--- src/rtl/coeff_loader_pkg.sv ---
// Shared definitions for the coefficient loader and the double-buffered coefficient store.
package coeff_loader_pkg;

    localparam int unsigned ADDR_W = 9;
    localparam logic [7:0] SYNC_BYTE_DEFAULT = 8'hA5;

    typedef enum logic [2:0] {
        StIdle,
        StLo,
        StHi,
        StWrite,
        StSwap
    } loader_state_t;

endpackage

--- src/rtl/coeff_loader.sv ---
// Byte-stream coefficient loader: SYNC_BYTE, then STAGE little-endian 16-bit words,
// written to the inactive bank and committed with a single bank-swap pulse.
module coeff_loader
    import coeff_loader_pkg::*;
#(
    parameter int unsigned STAGE     = 256,
    parameter logic [7:0]  SYNC_BYTE = SYNC_BYTE_DEFAULT,
    parameter int unsigned TIMEOUT   = 65535
) (
    input  logic              clk,
    input  logic              rst_n,
    input  logic [7:0]        rx_data,
    input  logic              rx_valid,
    output logic              rx_ready,
    output logic [ADDR_W-1:0] wr_addr,
    output logic [15:0]       wr_coeff,
    output logic              wr_en,
    output logic              coeff_up,
    output logic              busy,
    output logic              err
);

    localparam int unsigned GAP_W = $clog2(TIMEOUT + 1);
    localparam logic [ADDR_W-1:0] LAST_IDX = ADDR_W'(STAGE - 1);

    loader_state_t     state;
    logic [ADDR_W-1:0] idx;
    logic [GAP_W-1:0]  gap;
    logic [7:0]        lo_byte;
    logic              accept;
    logic              gap_expired;

    assign accept      = rx_valid & rx_ready;
    // Abort on the idle cycle that brings the gap count to TIMEOUT.
    assign gap_expired = (gap == GAP_W'(TIMEOUT - 1));

    always_ff @(posedge clk or negedge rst_n) begin
        if (!rst_n) begin
            state    <= StIdle;
            idx      <= '0;
            gap      <= '0;
            lo_byte  <= '0;
            rx_ready <= 1'b0;
            wr_addr  <= '0;
            wr_coeff <= '0;
            wr_en    <= 1'b0;
            coeff_up <= 1'b0;
            busy     <= 1'b0;
            err      <= 1'b0;
        end else begin
            wr_en    <= 1'b0;
            coeff_up <= 1'b0;
            err      <= 1'b0;
            unique case (state)
                StIdle: begin
                    rx_ready <= 1'b1;
                    gap      <= '0;
                    if (accept && rx_data == SYNC_BYTE) begin
                        state <= StLo;
                        idx   <= '0;
                        busy  <= 1'b1;
                    end
                end
                StLo, StHi: begin
                    if (accept) begin
                        gap <= '0;
                        if (state == StLo) begin
                            lo_byte <= rx_data;
                            state   <= StHi;
                        end else begin
                            wr_en    <= 1'b1;
                            wr_addr  <= idx;
                            wr_coeff <= {rx_data, lo_byte};
                            rx_ready <= 1'b0;
                            state    <= StWrite;
                        end
                    end else if (gap_expired) begin
                        // Abandon the frame; the active bank is untouched since no swap follows.
                        state <= StIdle;
                        err   <= 1'b1;
                        busy  <= 1'b0;
                        gap   <= '0;
                        idx   <= '0;
                    end else begin
                        gap <= gap + GAP_W'(1);
                    end
                end
                StWrite: begin
                    if (idx == LAST_IDX) begin
                        coeff_up <= 1'b1;
                        state    <= StSwap;
                    end else begin
                        idx      <= idx + ADDR_W'(1);
                        gap      <= '0;
                        rx_ready <= 1'b1;
                        state    <= StLo;
                    end
                end
                StSwap: begin
                    rx_ready <= 1'b1;
                    busy     <= 1'b0;
                    idx      <= '0;
                    state    <= StIdle;
                end
                default: begin
                    rx_ready <= 1'b1;
                    busy     <= 1'b0;
                    state    <= StIdle;
                end
            endcase
        end
    end

endmodule

--- config.mk ---
export PLATFORM = sky130hd
export DESIGN_NAME = coeff_loader
export DESIGN_NICKNAME = d
export VERILOG_FILES = /design/src/rtl/coeff_loader_pkg.sv /design/src/rtl/coeff_loader.sv
export SDC_FILE = /design/constraint.sdc
export NUM_CORES = 1
export LEC_CHECK = 0
export CORE_MARGIN = 2
export CORE_UTILIZATION = 52
export CTS_BUF_LIST = sky130_fd_sc_hd__clkbuf_8
export CTS_CLUSTER_SIZE = 14
export DETAILED_ROUTE_END_ITERATION = 8
export PLACE_DENSITY = 0.78
export SLEW_MARGIN = 0
export SYNTH_ARGS = -nofsm -noshare
export SYNTH_HDL_FRONTEND = slang
export SYNTH_SLANG_ARGS = --single-unit
--- constraint.sdc ---
create_clock -name clk -period 3.7 [get_ports clk]
set_clock_uncertainty 0.2 [all_clocks]
set_input_delay 0.74 -clock clk [delete_from_list [all_inputs] [get_ports clk]]
set_output_delay 0.74 -clock clk [all_outputs]
set_load 0.005 [all_outputs]
-- Yosys cells after proc, flatten, opt, wreduce, memory -nomap -nowiden
Index checks and enable logic that the tools add are counted.
- bits in registers: 66
- input bits: 11
- output and inout port bits: 30
- word-level logic and storage cells: 73
- add/subtract/negate cells: 2
- equal/unequal tests: 14
- muxes and demuxes: 31
- bitwise gates (word level): 3
- reductions and logical operators: 12
- operators with widths (operator ; number):
    $mux W16 ; 3
    $pmux W16 S3 ; 1
    $mux W9 ; 4
    $pmux W9 S4 ; 1
    $add A16 B1 Y16 const B ; 1
    $eq A16 B16 Y1 const B ; 1
    $mux W1 ; 15
    $mux W3 ; 4
    $ne A2 B2 Y1 const B ; 6
    $add A9 B1 Y9 const B ; 1
    $eq A9 B8 Y1 const B ; 1
    $pmux W3 S3 ; 1
    $reduce_and A3 Y1 ; 3
    $eq A8 B8 Y1 const B ; 1
    $eq A3 B2 Y1 const B ; 2
    $reduce_and A5 Y1 ; 1
    $reduce_and A2 Y1 ; 2
    $reduce_and A4 Y1 ; 1
    $reduce_bool A4 Y1 ; 1
    $eq A3 B1 Y1 const B ; 1
    $eq A3 B3 Y1 const B ; 1
    $logic_not A3 Y1 ; 1
    $ne A3 B3 Y1 const B ; 1
    $pmux W1 S3 ; 1
    6 further kinds ; 7

-- Longest topological paths before layout
Gate-level depths: netlist of run 1.
- depth in word-level cells: 4
- mapped depth: 12
- depth with buffers taken out: 10

-- Worst setup path before layout of run 1
OpenSTA, ideal clock, no wires.
- path type: flip-flop to flip-flop
- start point: register idx[0]
- end point: register gap[15]
- library setup time: 0.129 ns
- arrival: 2.491 ns
- data required time: 3.371 ns
- setup slack: 0.880 ns
- stages on the path, launching flop included: 13
- path buffers: 2
- period minus slack after synthesis: 2.820 ns
- path through: dfrtp_1 > ha_1 > and3_1 > and3_1 > and3_1 > ha_1 > buf_6 > a31o_1 > buf_6 > or3_4 > nor4_4 > xnor2_1 > nor2_2
- word-level cells in the longest chain between the ends: 3
- RTL lines (what ; line ; text):
    start: declaration ; coeff_loader.sv:27 ; logic [ADDR_W-1:0] idx;
    start signal: assignment ; coeff_loader.sv:93 ; idx <= idx + ADDR_W'(1);
    $eq A9 B8 Y1 ; coeff_loader.sv:89 ; if (idx == LAST_IDX) begin
    $ne A2 B2 Y1 (no line) ; -- ;
    $reduce_and A2 Y1 (no line) ; -- ;
    end signal: assignment ; coeff_loader.sv:85 ; gap <= gap + GAP_W'(1);
    end: declaration ; coeff_loader.sv:28 ; logic [GAP_W-1:0] gap;
Every way passes these cells.
A chain may end at the register's enable or synchronous reset.

-- Worst setup path in the final report of run 1
- start point: register idx[0]
- end point: register gap[13]
The elaborated chain is that of the path after synthesis.

==> Flow_metrics.wiki, run 1 <==
{| class="wikitable"
! Metric !! Value
|-
| Power, Total || roughly 0.0015 W
|-
| CP cell instances || ha_1, and3_1, and3_1, and3_1, ha_1, a31o_1, nor3_1, nand4_1, xor2_1, nor2_1
|-
| Standby leakage power || ~1.7 nW
|-
| Maximum capacitance violations || 0
|-
| Ratio of total power to cell area || about 400 mW/mm2
|-
| Clock share of power || 0.362
|-
| Adder-cell share of the synthesized area || 0.01654
|-
| Routed WL per cell || roughly 15 um
|-
| Overflow left after global routing || 0
|-
| DR vias || roughly 2.1k
|-
| Initial Utilization || 0.5428
|-
| Complex-gate fraction of the synthesized area || 0.09305
|-
| Setup slack of the critical path after layout || 0.6384 ns
|-
| Number of buffers between clock root and the deepest sink || 2
|-
| Arr. time, crit path || between 3 and 4 ns
|-
| Reported net switching power || 0.0003517 W
|-
| IO Port Bufs || 40
|-
| Worst slack at placement || slightly above 0.7 ns
|-
| CTS tree || yes
|-
| Hold-fix buffers, CTS || 0
|-
| Number of nets produced by synthesis || about 290
|-
| Primary flip-flop cell chosen by synthesis mapping || dfrtp_1
|-
| Post-route DRC || 0
|-
| RSZ-0062 raised after global routing || false
|-
| Count of buffer and inverter cells on the critical path || 0
|-
| Count of flip-flops with a built-in enable after synthesis || 0
|-
| Critical Setup Path Class || register to register
|-
| Final Critical Period || 3.062 ns
|-
| Main combinational cell family by area after synthesis || simple AND/OR/NAND/NOR gates
|-
| Ratio of cells with drive above 1 in the final layout || 0.1730
|-
| Minimum hold slack || about 0.27 ns
|-
| Logic pwr share || 0.103
|-
| Critical path data required time || about 3.7 ns
|-
| # Post-CTS Setup Buffers || 0
|-
| Area Overhead vs Synth || 20.22%
|-
| Iteration-0 DRC Markers || 257
|-
| Routed wire length || ~5800 um
|-
| Chip height || 80.28 um
|-
| Min-delay worst type || primary input to asynchronous set/reset pin
|-
| Maximum fanout count along the critical path || 10
|-
| Die Width || approximately 80 um
|-
| Remaining number of nets flagged by the antenna check after routing || 0
|-
| Fraction of synthesized area in multiplexers || 0.1042
|-
| Tot GR Track Use || 0.2063
|-
| Slew at the pin closest to its max-slew limit || about 0.78 ns
|-
| Post-synthesis share of cell area spent on and, or, nand and nor gates || 0.1658
|-
| Vias per std cell || about 5.4
|-
| Fraction of the yosys area taken by sequential cells || 0.5459
|-
| I/O Pins || between 40 and 50
|-
| Largest net degree at the start of global routing || 37
|-
| Antenna violations before repair || 0
|-
| Worst-path cell with the longest stage delay || dfrtp_1
|-
| Per-instance average area after synthesis || 11.16 um2
|-
| Nets || 329
|-
| Clock insertion delay at the later pin of the skew report || about 0.35 ns
|-
| Cell repeated most along the worst path || and3_1
|-
| Critical path's top delay family || simple AND/OR/NAND/NOR gates
|-
| Placer's final routability congestion estimate || around 0.85
|-
| Max Freq || 326.6 MHz
|-
| Via count of the first global-routing pass || about 2.1k
|-
| First-pass iteration count of the detailed router || 6
|-
| Post-synthesis cell type count || 43
|-
| Number of placement rows || 27
|-
| Rel. slew slack || 0.4831
|-
| Share of flip-flops with an asynchronous set or reset || 1.000
|-
| Count of state elements after synthesis || 66
|-
| Number of failing hold endpoints at the final stage || 0
|-
| Number of sinks driven by the clock tree || between 60 and 70
|-
| Synth warn || 0
|-
| Final count of pins violating max slew || 0
|-
| Most frequent cells in the layout || dfrtp_1 (66), clkdlybuf4s50_1 (39), mux2_2 (28)
|-
| Post-detail-place hpwl || around 4000 um
|-
| CP Capture Type || register
|-
| Setup_tns || 0 ns
|-
| Netlist area before placement || just over 0.003 mm2
|-
| Fin crit share || 0.8275
|-
| Most common cell after layout, fill and taps aside || dfrtp_1
|-
| Relative contribution of sequential cells to total power || 0.535
|-
| Clock H-tree levels || 3
|-
| Root cell of the clock tree || clkbuf_8
|-
| Peak VDD IR || 0.2604 mV
|-
| Antenna fix cells || 0
|-
| Number of clock buffers inserted by TritonCTS || 9
|-
| Post-Synthesis Cells || 271
|-
| Parity-gate share of the synthesized area counting xor and xnor cells || 0.03474
|-
| Startpoint class of the critical path || register
|-
| Register clock-pin slew on the reported worst setup and hold paths || approximately 0.070 ns
|-
| Outcome || finished, final reports clean
|-
| Total core area || approximately 0.0056 mm2
|-
| Proportion of total power due to net switching || 0.2414
|-
| Count of instances resized after the clock tree is built || 0
|-
| Int Power || 0.001105 W
|-
| Maximum cell stage delay along the critical path || 0.42 ns
|-
| Floorplan die area || between 0.006 and 0.007 mm2
|-
| Global-route wire length before repair || around 10000 um
|-
| Setup violators final || 0
|}
## through the flow
step | utilization | instances | area (um2)
6_report | 0.6525 | 390 | 3637
2_1_floorplan | - | 271 | 3025
4_1_cts | 0.6525 | 390 | 3637
3_3_place_gp | 0.6218 | 375 | 3466
5_1_grt | 0.6525 | 390 | 3637
3_5_place_dp | 0.6218 | 375 | 3466
## power groups by stage
| stage | clock network [W] | registers (W) | logic, W |
|---|---|---|---|
| floorplan | 0 | 0.000788 | 0.0000710 |
| global placement | 0 | 0.000790 | 0.000145 |
| detailed placement | 0 | 0.000792 | 0.000150 |
| CTS | 0.000539 | 0.000779 | 0.000153 |
| global route | 0.000568 | 0.000783 | 0.000168 |
| finish | 0.000528 | 0.000779 | 0.000150 |
## cells by family after synthesis
logic type / count (synthesis)
flip-flops: 66
AND/OR/NAND/NOR: 93
XOR/XNOR: 12
adder cells (fa/ha/maj): 4
AO/OA/AOI/OAI: 43
multiplexers: 28
buffers and inverters: 25
## synth_stat cells, types with 2 or more instances
master / number / area, um2
inv_1: 14 / 52.55
nor2_2: 2 / 12.51
o21ai_0: 10 / 50.05
xor2_1: 8 / 70.07
nand3_1: 13 / 65.06
buf_2: 6 / 30.03
nor2_1: 27 / 101.4
nor4_4: 2 / 42.54
nand2_1: 23 / 86.33
nand4_1: 5 / 31.28
nor3_1: 5 / 25.02
clkbuf_1: 2 / 7.510
o21a_1: 2 / 15.01
o21ai_1: 2 / 10.01
o22ai_1: 2 / 12.51
a31oi_1: 3 / 18.77
and3_1: 6 / 37.54
buf_6: 2 / 22.52
ha_1: 4 / 50.05
and2_1: 2 / 12.51
or4bb_1: 2 / 22.52
xnor2_1: 4 / 35.03
dfrtp_1: 66 / 1652
mux2_2: 28 / 315.3
a21oi_1: 13 / 65.06
## area by class of cell
| cell class | count | area [um2] |
|---|---|---|
| well taps | 72 | 90.09 |
| multi-input cells | 180 | 1254 |
| inverters | 14 | 52.55 |
| fillers | 453 | 1937 |
| clock inverters | 4 | 20.02 |
| flip-flops and latches | 66 | 1652 |
| clock buffers | 11 | 151.4 |
| repair buffers | 43 | 417.9 |
## worst paths after layout
kind	slack [ns]	startpoint	to	depth (start not counted)
max	0.64	idx[0]	gap[13]	10
min	0.27	rst_n	idx[4]	1
max reg2reg	0.64	idx[0]	gap[13]	10
min reg2reg	0.28	wr_addr[4]	wr_addr[4]	2
max in group asynchronous	2.31	rst_n	busy	2
min in group clk	0.28	wr_addr[4]	wr_addr[4]	2
## per-layer routing
metal / GRT usage / wire length (um) / part of all wire / vias up
li1: - / - / - / 1025
met1: 0.2801 / 2707 / 0.47 / 1005
met2: 0.3033 / 2618 / 0.45 / 60
met3: 0.05955 / 323 / 0.056 / 15
met4: 0.1017 / 146 / 0.025 / 0
met5: 0 / 0 / 0 / -
## sequential cells by signal, summed over array words and instances, names as in the netlist
| name | flops |
|---|---|
| gap | 16 |
| wr_coeff | 16 |
| idx | 9 |
| wr_addr | 9 |
| lo_byte | 8 |
| state | 3 |
| busy | 1 |
| coeff_up | 1 |
| err | 1 |
| rx_ready | 1 |
| wr_en | 1 |
Note: power is estimated with default switching activity, not from simulation.
==> inputs of run 2 (changes only) <==
==> constraint.sdc (replaced) <==
create_clock -name clk -period 3.14 [get_ports clk]
set_clock_uncertainty 0.2 [all_clocks]
set_input_delay 0.628 -clock clk [delete_from_list [all_inputs] [get_ports clk]]
set_output_delay 0.628 -clock clk [all_outputs]
set_load 0.005 [all_outputs]
==> run 2 against run 1 <==
Compared with the run above:
- largest power group unchanged
- critical path type unchanged
- final area up 1.9%
- global-route usage down 0.34 points
- sequential cell count unchanged
- clock power up 51%
==> Flow_metrics.wiki, run 2 (synthesized netlist as in run 1, its figures left out) <==
{| class="wikitable"
! Metric !! Value
|-
| Ratio of total power to cell area || between 500 and 600 mW/mm2
|-
| Chip height || around 80 um
|-
| Fin cells || between 300 and 400
|-
| Setup violators final || 0
|-
| I/O Pins || just over 40
|-
| Worst-path cell with the longest stage delay || dfrtp_1
|-
| Post-Route Utilization || 0.6649
|-
| # Post-CTS Setup Buffers || 0
|-
| Clock insertion delay at the later pin of the skew report || ~0.34 ns
|-
| Arr. time, crit path || approximately 2.9 ns
|-
| Remaining number of nets flagged by the antenna check after routing || 0
|-
| Iteration-0 DRC Markers || 93
|-
| Standby leakage power || about 1.7 nW
|-
| Startpoint class of the critical path || register
|-
| Count of instances resized after the clock tree is built || 0
|-
| Min-delay worst type || primary input to asynchronous set/reset pin
|-
| Critical path data required time || about 3.2 ns
|-
| Number of buffers between clock root and the deepest sink || 2
|-
| Number of failing hold endpoints at the final stage || 0
|-
| Vias per std cell || 5.392
|-
| Number of sinks driven by the clock tree || 66
|-
| Area Overhead vs Synth || 22.50%
|-
| Routed WL per cell || 14.42 um
|-
| Slew at the pin closest to its max-slew limit || about 0.94 ns
|-
| Number of clock buffers inserted by TritonCTS || 9
|-
| Minimum hold slack || between 0.2 and 0.25 ns
|-
| Maximum fanout count along the critical path || 9
|-
| Most frequent cells in the layout || dfrtp_1 (66), clkdlybuf4s50_1 (39), mux2_2 (28)
|-
| Global-route wire length before repair || 9970 um
|-
| Fin crit share || 0.9094
|-
| Via count of the first global-routing pass || 2,150
|-
| Initial Utilization || 0.5428
|-
| Post-route DRC || 0
|-
| Maximum cell stage delay along the critical path || 0.42 ns
|-
| Setup slack of the critical path after layout || ~0.28 ns
|-
| First-pass iteration count of the detailed router || 4
|-
| Maximum capacitance violations || 0
|-
| Nets || about 330
|-
| Routed wire length || approximately 5700 um
|-
| Antenna fix cells || 0
|-
| Total core area || 0.005574 mm2
|-
| Overflow left after global routing || 0
|-
| Die Width || approximately 80 um
|-
| Largest registers in the final layout || gap x16, wr_coeff x16
|-
| Antenna violations before repair || 0
|-
| Cell repeated most along the worst path || and3_1
|-
| CP cell instances || ha_1, and3_1, and3_1, and3_1, ha_1, a31o_1, nor3_1, nand4_1, xor2_1, nor2_1
|-
| Final count of pins violating max slew || 0
|-
| Worst slack at placement || slightly above 0.3 ns
|-
| Number of placement rows || 27
|-
| CP Capture Type || register
|-
| Hold-fix buffers, CTS || 0
|-
| Floorplan die area || about 0.0064 mm2
|-
| Most common cell after layout, fill and taps aside || dfrtp_1
|-
| Ratio of cells with drive above 1 in the final layout || 0.1869
|-
| Max Freq || about 350 MHz
|-
| Root cell of the clock tree || clkbuf_8
|-
| Rel. slew slack || 0.3754
|-
| CTS tree || yes
|-
| Setup_tns || 0 ns
|-
| Clock H-tree levels || 3
|-
| Critical Setup Path Class || register to register
|-
| Peak VDD IR || 0.3171 mV
|-
| Cell count after placement || around 380
|-
| Tot GR Track Use || 0.2029
|-
| IO Port Bufs || 40
|-
| Largest net degree at the start of global routing || 44
|-
| DR vias || roughly 2.1k
|-
| Register clock-pin slew on the reported worst setup and hold paths || around 0.08 ns
|-
| Outcome || finished, final reports clean
|-
| RSZ-0062 raised after global routing || false
|-
| Placer's final routability congestion estimate || 0.8859
|-
| Post-detail-place hpwl || between 4000 and 5000 um
|-
| Final Critical Period || ~2.9 ns
|}
==> run 2: cell types whose count changed in the layout (fill, tap and decap cells not counted) <==
cell and change:
inv_1 -2, clkbuf_8 -2, clkinv_2 -1, clkinv_4 +1
bufinv_16 +2, inv_6 +2, buf_4 +2, clkinvlp_4 +1
==> run 2: layout make-up <==
type                    instances  area, um2
well taps                      72      90.09
multi-input cells             180       1254
fillers                       411       1868
inverters                      14      52.55
clock buffers                   9      123.9
flip-flops and latches         66       1652
repair buffers                 45      432.9
clock inverters                 7      101.3
==> run 2: path summary, 6_finish.rpt <==
path	to	cells past startpoint	slack, ns	from
max in group asynchronous	gap[8]	2	1.76	rst_n
min in group clk	wr_addr[3]	2	0.28	wr_addr[3]
worst max-delay path	gap[13]	10	0.28	idx[0]
worst min register to register	wr_addr[3]	2	0.28	wr_addr[3]
worst max register to register	gap[13]	10	0.28	idx[0]
worst min-delay path	wr_addr[5]	1	0.23	rst_n
==> run 2: worst max-delay path, delay by kind of cell, from the launching register on <==
| kind | cells | cell delay (ns) |
|---|---|---|
| compound gates | 1 | 0.33 |
| xor+xnor | 1 | 0.15 |
| fa+ha+maj | 2 | 0.42 |
| flops | 1 | 0.42 |
| simple gates | 6 | 1.22 |
==> run 2: metal layers <==
| layer | vias up | GRT usage | share of wire |
|---|---|---|---|
| met5 | - | 0 | 0 |
| met4 | 0 | 0.08814 | 0.017 |
| met3 | 11 | 0.05955 | 0.057 |
| met2 | 51 | 0.2975 | 0.44 |
| met1 | 1015 | 0.2802 | 0.49 |
| li1 | 1042 | - | - |
==> run 2: per-stage QoR <==
stage,power (W),instance area (um2)
global route,0.001972,3706
floorplan,0.001013,3025
CTS,0.001906,3706
finish,0.001890,3706
detailed placement,0.001109,3481
global placement,0.001102,3481
==> run 2: where the power goes <==
part	switching [W]	total, W	internal [W]	leakage (nW)
Sequential	0.0000273	0.000916	0.000889	0.869
Combinational	0.0000801	0.000176	0.0000955	0.720
Clock	0.000346	0.000799	0.000453	0.106
Total	0.000453	0.00189	0.00144	1.70
